## src/rtl/picorv32_trace_fifo.sv

```systemverilog
// Capture FIFO for the picorv32 trace port: buffers the backpressure-free trace
// stream, drains it over valid/ready, and counts words dropped while full.
// Optional per-entry cycle stamps are built when PICORV32_TRACE_TSTAMP_EN is defined.
module picorv32_trace_fifo #(
  parameter int DEPTH  = 16,
  parameter int DATA_W = 36,
  parameter int CNT_W  = 16
) (
  input  logic                       clk,
  input  logic                       resetn,
  input  logic                       trace_valid,
  input  logic [DATA_W-1:0]          trace_data,
  output logic                       out_valid,
  input  logic                       out_ready,
  output logic [DATA_W-1:0]          out_data,
  output logic [31:0]                out_tstamp,
  output logic [$clog2(DEPTH):0]     level,
  output logic                       overflow,
  output logic [CNT_W-1:0]           drop_count,
  input  logic                       clr_ovf
);

  localparam int AW = $clog2(DEPTH);
  localparam int LW = AW + 1;

  // Handshake: the consumer takes the head entry on any rising edge where
  // out_valid && out_ready; out_data/out_tstamp stay stable while out_valid && !out_ready.
  typedef enum logic [1:0] {ST_EMPTY, ST_PARTIAL, ST_FULL} state_t;

  state_t            state, state_next;
  logic              full;
  logic              pop, push, drop;
  logic [AW-1:0]     wr_ptr, rd_ptr, rd_next;
  logic              head_load, head_bypass;
  logic [DATA_W-1:0] head_data;
  logic [DATA_W-1:0] mem [DEPTH];

  assign pop  = out_valid && out_ready;
  assign push = trace_valid && (!full || pop);
  assign drop = trace_valid && full && !pop;

  // State register
  always_ff @(posedge clk or negedge resetn) begin
    if (!resetn) state <= ST_EMPTY;
    else         state <= state_next;
  end

  // Next-state logic
  always_comb begin
    state_next = state;
    case (state)
      ST_EMPTY:   if (push) state_next = ST_PARTIAL;
      ST_PARTIAL: begin
        if (push && !pop && level == LW'(DEPTH - 1))  state_next = ST_FULL;
        else if (pop && !push && level == LW'(1))     state_next = ST_EMPTY;
      end
      ST_FULL:    if (pop && !push) state_next = ST_PARTIAL;
      default:    state_next = ST_EMPTY;
    endcase
  end

  // Output decode
  always_comb begin
    out_valid = (state != ST_EMPTY);
    full      = (state == ST_FULL);
  end

  always_ff @(posedge clk or negedge resetn) begin
    if (!resetn) begin
      wr_ptr <= '0;
      rd_ptr <= '0;
      level  <= '0;
    end else begin
      if (push) wr_ptr <= wr_ptr + AW'(1);
      if (pop)  rd_ptr <= rd_ptr + AW'(1);
      if (push && !pop)      level <= level + LW'(1);
      else if (pop && !push) level <= level - LW'(1);
    end
  end

  always_ff @(posedge clk) begin
    if (push) mem[wr_ptr] <= trace_data;
  end

  // The head register reloads only when the head changes; an incoming word that
  // becomes the new head bypasses the array since it is written this same edge.
  assign rd_next     = pop ? rd_ptr + AW'(1) : rd_ptr;
  assign head_load   = pop || (!out_valid && push);
  assign head_bypass = push && (wr_ptr == rd_next);
  assign head_data   = head_bypass ? trace_data : mem[rd_next];

  always_ff @(posedge clk or negedge resetn) begin
    if (!resetn)        out_data <= '0;
    else if (head_load) out_data <= head_data;
  end

  // A clear in the same cycle as a drop leaves exactly that one drop recorded.
  always_ff @(posedge clk or negedge resetn) begin
    if (!resetn) begin
      overflow   <= 1'b0;
      drop_count <= '0;
    end else if (clr_ovf) begin
      overflow   <= drop;
      drop_count <= drop ? CNT_W'(1) : '0;
    end else if (drop) begin
      overflow <= 1'b1;
      if (drop_count != {CNT_W{1'b1}}) drop_count <= drop_count + CNT_W'(1);
    end
  end

`ifdef PICORV32_TRACE_TSTAMP_EN
  logic [31:0] cyc_cnt;
  logic [31:0] tmem [DEPTH];

  always_ff @(posedge clk or negedge resetn) begin
    if (!resetn) cyc_cnt <= '0;
    else         cyc_cnt <= cyc_cnt + 32'd1;
  end

  always_ff @(posedge clk) begin
    if (push) tmem[wr_ptr] <= cyc_cnt;
  end

  always_ff @(posedge clk or negedge resetn) begin
    if (!resetn)        out_tstamp <= '0;
    else if (head_load) out_tstamp <= head_bypass ? cyc_cnt : tmem[rd_next];
  end
`else
  assign out_tstamp = 32'd0;
`endif

endmodule

```

## config.mk

```make
export PLATFORM = sky130hd
export DESIGN_NAME = picorv32_trace_fifo
export DESIGN_NICKNAME = d
export VERILOG_FILES = /design/src/rtl/picorv32_trace_fifo.sv
export SDC_FILE = /design/constraint.sdc
export NUM_CORES = 1
export LEC_CHECK = 0
export ABC_AREA = 1
export CELL_PAD_IN_SITES_DETAIL_PLACEMENT = 1
export CELL_PAD_IN_SITES_GLOBAL_PLACEMENT = 2
export CORE_MARGIN = 1
export CORE_UTILIZATION = 43
export DETAILED_ROUTE_END_ITERATION = 8
export GPL_ROUTABILITY_DRIVEN = 0
export MAX_ROUTING_LAYER = met4
export PLACE_DENSITY = 0.85
export SLEW_MARGIN = 20
export SYNTH_ARGS = -nofsm -noshare
export SYNTH_HDL_FRONTEND = slang
export SYNTH_SLANG_ARGS = --single-unit
```

## constraint.sdc

```tcl
create_clock -name clk -period 8.7 [get_ports clk]
set_input_delay 2.61 -clock clk [delete_from_list [all_inputs] [get_ports clk]]
set_output_delay 2.61 -clock clk [all_outputs]
set_load 0.01 [all_outputs]
```

==> impl_metrics.ini <==
[outcome]
status = finished, final reports clean

[power_and_ir_drop]
peakVddDrop_v = 0.0003764
powerDensity_nw_per_um2 = 349.8
leakage_nw = 14.13

[timing]
max-slew-margin-rel = 0.05880
worst_slew_pin_slew_ps = 1412
final.period_utilization = 0.6738
setup_tns_ps = 0
fmax_ghz = 0.1706
min_period_ps = 5862
postLayoutSetupSlackWorst_ps = 2838
rsz0062_at_grt = no
maxSlewViolCount = 0
finalClockSkew_ps = 21.14
setup_viol = 0
hold_viol = 0

[route]
first_pass_iters = 5
vias_per_cell = 5.542
drt-initial-drc-count = 1913
drc = 0
ant_nets = 0
avgRoutedWirePerCell_um = 23.32
via_count = 21425
routed_wl_um = 90160

[cts]
cts_buffers = 73
cts_sinks = 644
ctsLongestPathBuffers = 3
post_cts_buffers = 0
cts_tree = done
hold_buffers = 0
cts_resized = 0
clockRootBuffer = clkbuf_16
clk_latency_ps = 620
cts.clk_slew.worst_paths_ps = 60
htree_levels = 3

[critical_path]
critPathLaunchType = input pin
end_kind = flip-flop
cp.arrival_ps = 6360
critical_path_class = input pin to flip-flop
path_max_fanout = 198
crit_required_ps = 9200

[final_layout]
final_common_cell = nand3_1
multi_input_area_um2 = 7757
n_fill_cell = 7291
final_cell_mix = nand3_1 (701), edfxtp_1 (576), inv_1 (536), nand2_1 (498), nand3b_1 (146)
drive_gt1_frac = 0.06352
layout.nets = 2981
finish.utilization = 0.5000
syn_to_final_growth_pct = 14.39
seq_area_um2 = 19000

[worst_hold_path]
hp-class = flip-flop to flip-flop

[global_routing]
globalRoute.totalOverflow = 0
grt_pass1_vias = 22449
antenna_found_initial = 2
grt_pass1_wl_um = 136200
grt_util_all_layers = 0.2675
grt_max_degree = 223

[logic_synthesis]
syn_avg_cell_area_um2 = 10.24
synth_cells = 2886
yosysSeqAreaShare = 0.6426
synth_cell_type_count = 35
syn_area_um2 = 29570
ys_warn_count = 0
postSynthRegisterBits = 644

[place]
hpwl_um = 46800
io_buffers = 99
place_ws_ps = 2273

[floorplan]
rows = 95
die_y_um = 264.2
dieArea_um2 = 69810
coreArea_um2 = 67630
start_util = 0.4371
ios = 132
die_w_um = 264.2

[run]
cap_violations = 0
## cells in the mapped netlist, drive strengths merged
| library cell | n | share of area |
|---|---|---|
| o41ai | 1 | 0.00030 |
| clkinv | 1 | 0.00013 |
| nor3 | 2 | 0.00034 |
| edfxtp | 576 | 0.59 |
| nor2 | 34 | 0.0049 |
| nor4 | 1 | 0.00021 |
| and3 | 1 | 0.00021 |
| dfrtp | 68 | 0.058 |
| xor2 | 16 | 0.0047 |
| buf | 169 | 0.032 |
| ha | 10 | 0.0042 |
| nand3 | 703 | 0.12 |
| inv | 542 | 0.069 |
| nand3b | 146 | 0.037 |
| o31ai | 8 | 0.0020 |
| o221ai | 1 | 0.00030 |
| a21oi | 3 | 0.00063 |
| a221oi | 1 | 0.00030 |
| o21ai | 15 | 0.0027 |
| a31o | 2 | 0.00059 |
| nand2 | 505 | 0.064 |
| nand4 | 47 | 0.0099 |
| conb | 1 | 0.00013 |
| clkbuf | 33 | 0.0042 |
## registers in the layout (all words and copies together) (netlist names)
| register | count |
|---|---|
| mem | 576 |
| level | 5 |
| wr_ptr | 4 |
| overflow | 1 |
| state | 2 |
| out_data | 36 |
| rd_ptr | 4 |
| drop_count | 16 |
## cell type report
type	instances	area share
sequential	644	0.5617
multi-input combinational	1528	0.2294
inverter	543	0.06034
clock buffer	97	0.05938
timing repair buffer	140	0.04158
tap	873	0.03230
clock inverter	39	0.01513
antenna	2	0.0001480
## kinds of logic after synthesis
group	count (synthesis)	share of synthesized area
adder cells (fa/ha/maj)	10	0.004232
flip-flops	644	0.6426
buffers and inverters	745	0.1050
XOR/XNOR	16	0.004740
other	1	0.0001268
AND/OR/NAND/NOR	1439	0.2366
AO/OA/AOI/OAI	31	0.006814
## per-layer routing
layer | track usage | up-vias | share of wire
li1 | - | 9667 | -
met1 | 0.3383 | 10902 | 0.42
met2 | 0.4432 | 664 | 0.49
met3 | 0.03160 | 192 | 0.054
met4 | 0.09789 | 0 | 0.033
met5 | - | - | 0
## metrics by stage
step	hold WS (ps)	std cells	total power [mW]	area (um2)
finish	482.2	3866	11.83	33820
global route	544.7	3866	12.43	33820
CTS	493.5	3864	11.88	33810
detailed placement	477.5	3728	8.622	31300
global placement	474.7	3724	8.449	31190
floorplan	509.4	2917	6.950	29680
## power by group
group          switching [mW]  total, mW  internal (mW)
registers               0.189       3.96           3.77
clock network            1.28       3.24           1.96
logic                    3.30       4.63           1.33
total                    4.77       11.8           7.06
## final timing paths
path	start	end	slack [ps]	cells after the start
worst max-delay path	out_ready	out_data[16]	2840	12
worst min-delay path	overflow	overflow	480	2
worst max register to register	state[0]	out_data[16]	4810	11
worst min register to register	overflow	overflow	480	2
max in group asynchronous	resetn	out_data[28]	5540	2
min in group asynchronous	resetn	out_data[2]	1950	1
## critical path, cell delays in order
cell	delay [ps]
clkdlybuf4s50_1	530
o21ai_2	170
nand2_4	540
nand2_8	750
buf_12	770
nand2_1	130
nand3_1	130
nand3_1	130
nand3_1	160
nand3_1	110
nand2_1	110
nand2_1	50
Note: power is estimated with default switching activity, not from simulation.
